[src/rtl/imem_loader_pkg.sv]
// imem_loader_pkg: constants and types shared by the instruction-memory loader
// and the CPU.
//   LD_ADDR_W  : instruction memory address width (matches the 8-bit PC)
//   LD_INSTR_W : instruction width, always two stream bytes per word
//   state_t    : loader FSM state encoding (3 bits)
package imem_loader_pkg;

  localparam int LD_ADDR_W  = 8;
  localparam int LD_INSTR_W = 16;

  typedef enum logic [2:0] {
    ST_IDLE  = 3'd0,
    ST_COUNT = 3'd1,
    ST_HI    = 3'd2,
    ST_LO    = 3'd3,
    ST_WRITE = 3'd4,
    ST_CHECK = 3'd5,
    ST_DONE  = 3'd6,
    ST_ERR   = 3'd7
  } state_t;

  // Running stream checksum: XOR of every instruction byte.
  function automatic logic [7:0] chk_update(input logic [7:0] chk, input logic [7:0] b);
    return chk ^ b;
  endfunction

  // States in which a stream byte may be consumed.
  function automatic logic is_accepting(input state_t st);
    return (st == ST_COUNT) || (st == ST_HI) || (st == ST_LO) || (st == ST_CHECK);
  endfunction

  // States in which the loader is at rest and start is honoured.
  function automatic logic is_resting(input state_t st);
    return (st == ST_IDLE) || (st == ST_DONE) || (st == ST_ERR);
  endfunction

endpackage

[src/rtl/imem_loader_byte_rx.sv]
// imem_loader_byte_rx: valid/ready front end of the loader.
//   CLK, RESET  : clock, synchronous active-high reset
//   ready_next  : loader will be able to take a byte in the next cycle
//   in_data     : stream byte from the source
//   in_valid    : source has a byte
//   in_ready    : registered ready, depends only on loader state
//   accept      : a byte transfers on this rising edge
//   rx_byte     : the byte being transferred
module imem_loader_byte_rx (
  input  logic       CLK,
  input  logic       RESET,
  input  logic       ready_next,
  input  logic [7:0] in_data,
  input  logic       in_valid,
  output logic       in_ready,
  output logic       accept,
  output logic [7:0] rx_byte
);

  // Ready register: loaded from the FSM's next state so it always matches the current state.
  always_ff @(posedge CLK) begin
    if (RESET) begin
      in_ready <= 1'b0;
    end else begin
      in_ready <= ready_next;
    end
  end

  assign accept  = in_valid & in_ready;
  assign rx_byte = in_data;

endmodule

[src/rtl/imem_loader.sv]
// imem_loader: receives a byte stream (count, words high byte first, XOR
// checksum) and writes the words into instruction memory from address 0,
// holding the CPU until a load completes with a matching checksum.
//   CLK, RESET          : clock, synchronous active-high reset
//   start               : begin a load (honoured in IDLE, DONE, ERR)
//   in_data/in_valid/in_ready : byte stream handshake
//   mem_we/mem_addr/mem_wdata : instruction memory write port
//   cpu_hold            : CPU held while loading or after a failed load
//   busy                : load in progress
//   done                : one-cycle pulse on a successful load
//   err                 : sticky checksum failure
//   words_loaded        : words written in the current/last load
module imem_loader
  import imem_loader_pkg::*;
#(
  parameter int ADDR_W  = LD_ADDR_W,
  parameter int INSTR_W = LD_INSTR_W
) (
  input  logic               CLK,
  input  logic               RESET,
  input  logic               start,
  input  logic [7:0]         in_data,
  input  logic               in_valid,
  output logic               in_ready,
  output logic               mem_we,
  output logic [ADDR_W-1:0]  mem_addr,
  output logic [INSTR_W-1:0] mem_wdata,
  output logic               cpu_hold,
  output logic               busy,
  output logic               done,
  output logic               err,
  output logic [ADDR_W:0]    words_loaded
);

  state_t            state_r;
  state_t            state_s;
  logic [7:0]        count_r;
  logic [7:0]        chk_r;
  logic              accept_s;
  logic [7:0]        rx_byte_s;
  logic [ADDR_W:0]   n_total_s;
  logic              last_word_s;

  imem_loader_byte_rx u_rx (
    .CLK        (CLK),
    .RESET      (RESET),
    .ready_next (is_accepting(state_s)),
    .in_data    (in_data),
    .in_valid   (in_valid),
    .in_ready   (in_ready),
    .accept     (accept_s),
    .rx_byte    (rx_byte_s)
  );

  // A count byte of zero stands for the full 2^ADDR_W words.
  assign n_total_s   = (count_r == 8'd0) ? {1'b1, {ADDR_W{1'b0}}} : (ADDR_W+1)'(count_r);
  assign last_word_s = ((words_loaded + (ADDR_W+1)'(1'b1)) == n_total_s);

  // Next-state logic.
  always_comb begin
    state_s = state_r;
    case (state_r)
      ST_IDLE, ST_DONE, ST_ERR: begin
        if (start) state_s = ST_COUNT;
        else       state_s = state_r;
      end
      ST_COUNT: begin
        if (accept_s) state_s = ST_HI;
        else          state_s = state_r;
      end
      ST_HI: begin
        if (accept_s) state_s = ST_LO;
        else          state_s = state_r;
      end
      ST_LO: begin
        if (accept_s) state_s = ST_WRITE;
        else          state_s = state_r;
      end
      ST_WRITE: begin
        if (last_word_s) state_s = ST_CHECK;
        else             state_s = ST_HI;
      end
      ST_CHECK: begin
        if (!accept_s)               state_s = state_r;
        else if (rx_byte_s == chk_r) state_s = ST_DONE;
        else                         state_s = ST_ERR;
      end
      default: state_s = ST_IDLE;
    endcase
  end

  // State, datapath and registered outputs.
  always_ff @(posedge CLK) begin
    if (RESET) begin
      state_r      <= ST_IDLE;
      count_r      <= 8'd0;
      chk_r        <= 8'd0;
      mem_we       <= 1'b0;
      mem_addr     <= '0;
      mem_wdata    <= '0;
      cpu_hold     <= 1'b0;
      busy         <= 1'b0;
      done         <= 1'b0;
      err          <= 1'b0;
      words_loaded <= '0;
    end else begin
      state_r <= state_s;
      mem_we  <= (state_s == ST_WRITE);
      busy    <= !is_resting(state_s);
      done    <= (state_r == ST_CHECK) && (state_s == ST_DONE);
      case (state_r)
        ST_IDLE, ST_DONE, ST_ERR: begin
          if (start) begin
            cpu_hold     <= 1'b1;
            err          <= 1'b0;
            words_loaded <= '0;
            chk_r        <= 8'd0;
            mem_addr     <= '0;
          end
        end
        ST_COUNT: begin
          if (accept_s) count_r <= rx_byte_s;
        end
        ST_HI: begin
          if (accept_s) begin
            mem_wdata[INSTR_W-1 -: 8] <= rx_byte_s;
            chk_r                     <= chk_update(chk_r, rx_byte_s);
          end
        end
        ST_LO: begin
          if (accept_s) begin
            mem_wdata[7:0] <= rx_byte_s;
            chk_r          <= chk_update(chk_r, rx_byte_s);
          end
        end
        ST_WRITE: begin
          // Address wraps to 0 after the 256th word; harmless, the FSM is in CHECK.
          mem_addr     <= mem_addr + ADDR_W'(1'b1);
          words_loaded <= words_loaded + (ADDR_W+1)'(1'b1);
        end
        ST_CHECK: begin
          if (accept_s) begin
            if (rx_byte_s == chk_r) cpu_hold <= 1'b0;
            else                    err      <= 1'b1;
          end
        end
        default: begin
          cpu_hold <= cpu_hold;
        end
      endcase
    end
  end

endmodule

[config.mk]
export PLATFORM = sky130hd
export DESIGN_NAME = imem_loader
export DESIGN_NICKNAME = d
export VERILOG_FILES = /design/src/rtl/imem_loader_pkg.sv /design/src/rtl/imem_loader_byte_rx.sv /design/src/rtl/imem_loader.sv
export SDC_FILE = /design/constraint.sdc
export NUM_CORES = 1
export LEC_CHECK = 0
export CAP_MARGIN = 20
export CORE_ASPECT_RATIO = 0.8
export CORE_MARGIN = 3
export CORE_UTILIZATION = 45
export DETAILED_ROUTE_END_ITERATION = 6
export GPL_TIMING_DRIVEN = 0
export PLACE_DENSITY = 0.7
export SKIP_CTS_REPAIR_TIMING = 1
export SLEW_MARGIN = 40
export SYNTH_ARGS = -nofsm -noshare
export SYNTH_HDL_FRONTEND = slang
export SYNTH_SLANG_ARGS = --single-unit
[constraint.sdc]
create_clock -name CLK -period 3.7 [get_ports CLK]
set_input_delay 0.555 -clock CLK [delete_from_list [all_inputs] [get_ports CLK]]
set_output_delay 0.555 -clock CLK [all_outputs]
set_load 0.005 [all_outputs]
# Word level (Yosys, flattened, before mapping)
# Index checks and enable logic that the tools add are counted.
# Widths: inputs -> output; s select.
# classes
addsub	2
eq_ne	21
mux	23
bitwise_logic	2
n_reduce_logical	22
# ops
operator	n
$pmux 8 s2	2
$eq 3x3->1 const B	8
$mux 3	6
$mux 9	2
$pmux 3 s6	1
$pmux 9 s2	1
$mux 8	2
$eq 3x2->1 const B	4
$add 9x1->9 const B	1
$eq 9x9->1	1
$add 8x1->8 const B	1
$eq 8x8->1	1
$logic_not 8->1	1
$ne 2x2->1 const B	4
$reduce_and 2->1	4
$reduce_and 4->1	2
$xor 8x8->8	1
$mux 1	7
$eq 3x1->1 const B	2
$logic_not 3->1	2
$reduce_bool 2->1	3
$logic_or 1x1->1	5
$pmux 1 s2	2
$reduce_and 3->1	1
other kinds (6)	6
# totals
register_bits	58
in_bits	12
output_inout_bits	39
elab_cells	83

# Depth between registers and ports, before layout
# depth
word_depth	9
depth_mapped	7
ltp_nobuf	6

# Hierarchy
# Synthesis repeated with hierarchy kept, for this count alone.
# unflattened
cells_unflattened	357
hier_area_um2	2892.8
# modules_own_cells
module	instances	cells_each	area_per_inst_um2	seq_area_each_um2
imem_loader	1	346	2792.7	1141.1
imem_loader_byte_rx	1	11	100.1	20.0

# Worst setup path after synthesis
# OpenSTA, ideal clock, no wires.
# synth_timing
path_type	register -> register
from	reg words_loaded[0]
to	reg state_r[1]
setup_ps	125
arrival_ps	1751
t_required_ps	3575
path_slack_ps	1824
stages_incl_launch_ff	7
n_path_buf	0
synth_period_minus_slack_ps	1876
cell_sequence	dfxtp_1 -> ha_1 -> nand3_4 -> nor3_4 -> xor3_1 -> o21ai_1 -> o41a_1
# synth_via
elab_chain_cells	4
# synth_rtl
element	line_no	source
start, declared	imem_loader.sv:32	output logic [ADDR_W:0] words_loaded
start signal, assigned	imem_loader.sv:139	words_loaded <= words_loaded + (ADDR_W+1)'(1'b1);
$add 9x1->9	imem_loader.sv:57	assign last_word_s = ((words_loaded + (ADDR_W+1)'(1'b1)) == n_total_s);
$eq 9x9->1	imem_loader.sv:57	
$mux 3	imem_loader.sv:80	if (last_word_s) state_s = ST_CHECK;
$pmux 3 s6	imem_loader.sv:62	case (state_r)
end signal, assigned	imem_loader.sv:107	state_r <= state_s;
end, declared	imem_loader.sv:35	state_t state_r;
# Every way passes these cells.
# A chain may end at the register's enable or synchronous reset.

# Final worst setup path
# layout_timing
from	in in_data[4]
to	reg done
# layout_via
elab_chain_cells	6
# layout_rtl
element	line_no	source
start, declared	imem_loader.sv:22	input logic [7:0] in_data,
$eq 8x8->1	imem_loader.sv:85	else if (rx_byte_s == chk_r) state_s = ST_DONE;
$mux 1	imem_loader.sv:85	
$mux 3	imem_loader.sv:84	if (!accept_s) state_s = state_r;
$pmux 3 s6	imem_loader.sv:62	
$eq 3x3->1	imem_loader.sv:110	done <= (state_r == ST_CHECK) && (state_s == ST_DONE);
$logic_and 1x1->1	imem_loader.sv:110	
end signal, assigned	imem_loader.sv:110	
end, declared	imem_loader.sv:30	output logic done,
# Every way passes these cells.

==> summary.txt <==
Route
  – Routed WL: approximately 7.1 mm
  – Initial DRC Count: 133
  – Routed vias/inst: 5.41
  – Vias post-DR: ~2600
  – Antenna Violating Nets Remaining: 0
  – DRC viols: 0
  – DRT Pass-1 Iters: 4
  – Wire per inst: 14.8 um

Placed design
  – Port-buffer cells: 50
  – Pre-CTS setup slack: 1080 ps
  – GP Congestion: 0.864
  – DP Wirelength: around 5.2 mm

STA
  – Final min period: around 2300 ps
  – Clock Skews: 7.02 ps
  – Hold WS: 453 ps
  – Post-route clock period utilization: 0.623
  – Hold Vio Cnt, Final: 0
  – Slew @ Worst Pin: 740 ps
  – PnR worst setup slack: 1390 ps
  – Fmax: 434 MHz
  – Final setup fails: 0
  – RSZ-0062 raised after global routing: false
  – Sum of negative setup slack: 0 ps
  – Max-slew headroom: 0.504
  – Final Max Tran Viols: 0

Logic synthesis
  – Ys Warns: 0
  – Sequential share of the synthesized area: 0.409
  – Fraction of registers with async set/reset: 0
  – Synthesized cell area: around 2800 sq um
  – Yosys reg bits: 58
  – Mean post-synth cell area: approximately 8.5 sq um
  – Post-synth top flop: dfxtp_1
  – Cells after Synth: 333
  – Synth cell types: 54
  – Syn Nets: 347
  – Post-synth EDFFs: 0

Die
  – Die width: 94.8 um
  – Ports: between 50 and 60
  – Initial Utilization: 0.473
  – Rows: 25
  – Chip Height: 77.1 um
  – Core area: between 6000 and 7000 sq um
  – Die ar.: 7310 sq um

Critical path
  – Cell Chain, Critical Path: clkdlybuf4s50_1 > xor2_1 > nor4_1 > nand2_1 > a311oi_1 > and4b_1
  – Setup crit start kind: input pin
  – Worst path max stage delay: 540 ps
  – Worst Path Max Fanout: 6
  – Reg2Reg Setup Slack: around 1500 ps
  – Setup crit end kind: flip-flop
  – Worst path required time: 3980 ps
  – Worst Path Arrival: 2590 ps
  – CP max stage cell: clkdlybuf4s50_1
  – Worst Path Class, Setup: input pin to flip-flop

Finish
  – Footprint of the multi-input gates: ~1600 sq um
  – Util after Layout: 0.619
  – Share of cells above drive strength 1: 0.0777
  – Nets: 408
  – Area Growth Syn to Fin: 30.8%
  – Fillers: 542
  – Register area: 1160 sq um
  – N_diodes: 0

Clocking
  – Clk_lat worst skew: 340 ps
  – CTS root buf: clkbuf_8
  – CTS Buf Count: 9
  – # H-tree levels: 3
  – CTS tree: yes
  – CTS Sinks: 58
  – Clock Pin Slew Worst Setup and Hold Paths: 60 ps
  – CTS Buffer Depth: 2

GRT
  – Largest net degree at the start of global routing: 11
  – Grt total ovfl: 0
  – GR Util All Layers: 0.215
  – First-pass GRT wire length: 12.2 mm
  – Initial antenna violation count: 0
  – Vias in the first global route: 2412

Flow run
  – Max Cap Viol: 0

Pwr
  – Worst VDD drop: 0.323 mV
  – Power Density: 411 nW/um^2
  – Total chip power: 0.00153 W
  – Lkg Pwr: 1.29 nW

Run status
  – Status: completed

Min path
  – Worst hold path type: flip-flop to flip-flop
[through the flow]
stage | cell area (sq um) | cells
global route | 3710 | 480
floorplan | 2840 | 333
CTS | 3710 | 480
finish | 3710 | 480
global placement | 3440 | 464
detailed placement | 3440 | 464
[critical path, delay by kind of cell]
family	cells	cell delay (ps)
and+or+nand+nor	3	880
buffers and inverters	1	540
AOI/OAI and AO/OA	1	400
xor gates and xnor gates	1	220
[report_power, final]
part,internal (W),total (W),switching [W]
logic,0.0000414,0.000103,0.0000613
registers,0.000632,0.000638,0.00000676
clock network,0.000533,0.000785,0.000252
total,0.00121,0.00153,0.000320
[cell families after synthesis]
logic type	count (synthesis)	synth area share
compound gates	69	0.148
buf+inv	19	0.0410
fa+ha+maj	2	0.00881
flops	58	0.409
xor+xnor	22	0.0731
simple gates	147	0.264
mux	16	0.0564
[final cells by class]
type,instances,area share
inverter,1,0.00101
buffer,18,0.0303
timing repair buffer,50,0.135
clock inverter,5,0.0337
multi-input combinational,256,0.422
sequential,58,0.313
tap,81,0.0273
clock buffer,11,0.0381
[Yosys cell counts (all sizes together), types with 2 or more instances]
cell | instances | share of area
o21ai | 18 | 0.032
nand3 | 12 | 0.026
dfxtp | 58 | 0.41
nor3 | 12 | 0.031
a311oi | 6 | 0.019
nand4 | 2 | 0.0044
nor2 | 49 | 0.065
or3 | 4 | 0.0088
nor2b | 3 | 0.0066
a31oi | 3 | 0.0066
xnor2 | 7 | 0.022
nor4 | 4 | 0.0088
and2 | 3 | 0.0066
o32ai | 3 | 0.0093
ha | 2 | 0.0088
buf | 7 | 0.015
nand3b | 9 | 0.024
o211ai | 2 | 0.0053
nand2b | 5 | 0.012
nand2 | 34 | 0.045
clkbuf | 11 | 0.025
a21oi | 28 | 0.049
and3 | 3 | 0.0070
mux2i | 16 | 0.056
xor2 | 14 | 0.043
[path summary, 6_finish.rpt]
kind,startpoint,to,depth (start not counted)
setup / recovery,in_data[4],done,6
hold / removal,mem_wdata[1],mem_wdata[1],2
setup reg to reg,words_loaded[0],state_r[1],6
hold reg to reg,mem_wdata[1],mem_wdata[1],2
[routing by layer]
layer | wire (um) | global-route usage | vias to the layer above
met5 | 0 | 0 | -
met4 | 74 | 0.0548 | 0
met3 | 483 | 0.0696 | 6
met2 | 3130 | 0.300 | 59
met1 | 3430 | 0.316 | 1225
li1 | - | - | 1307
[registers in the layout (all words and copies together), names as in the netlist, 3 cells and up]
signal	cells
chk_r	8
mem_wdata	16
words_loaded	9
count_r	8
mem_addr	8
state_r	3
[cells in the final DEF, fill, tap and decap left out, types with 11 or more instances in the layout]
| cell | instances |
|---|---|
| dfxtp_1 | 58 |
| clkbuf_8 | 13 |
| xor2_1 | 14 |
| nand3_1 | 11 |
| o21ai_0 | 16 |
| a21oi_1 | 28 |
| clkdlybuf4s50_1 | 50 |
| mux2i_1 | 16 |
| nand2_1 | 34 |
| nor2_1 | 49 |
Note: power is estimated with default switching activity, not from simulation.
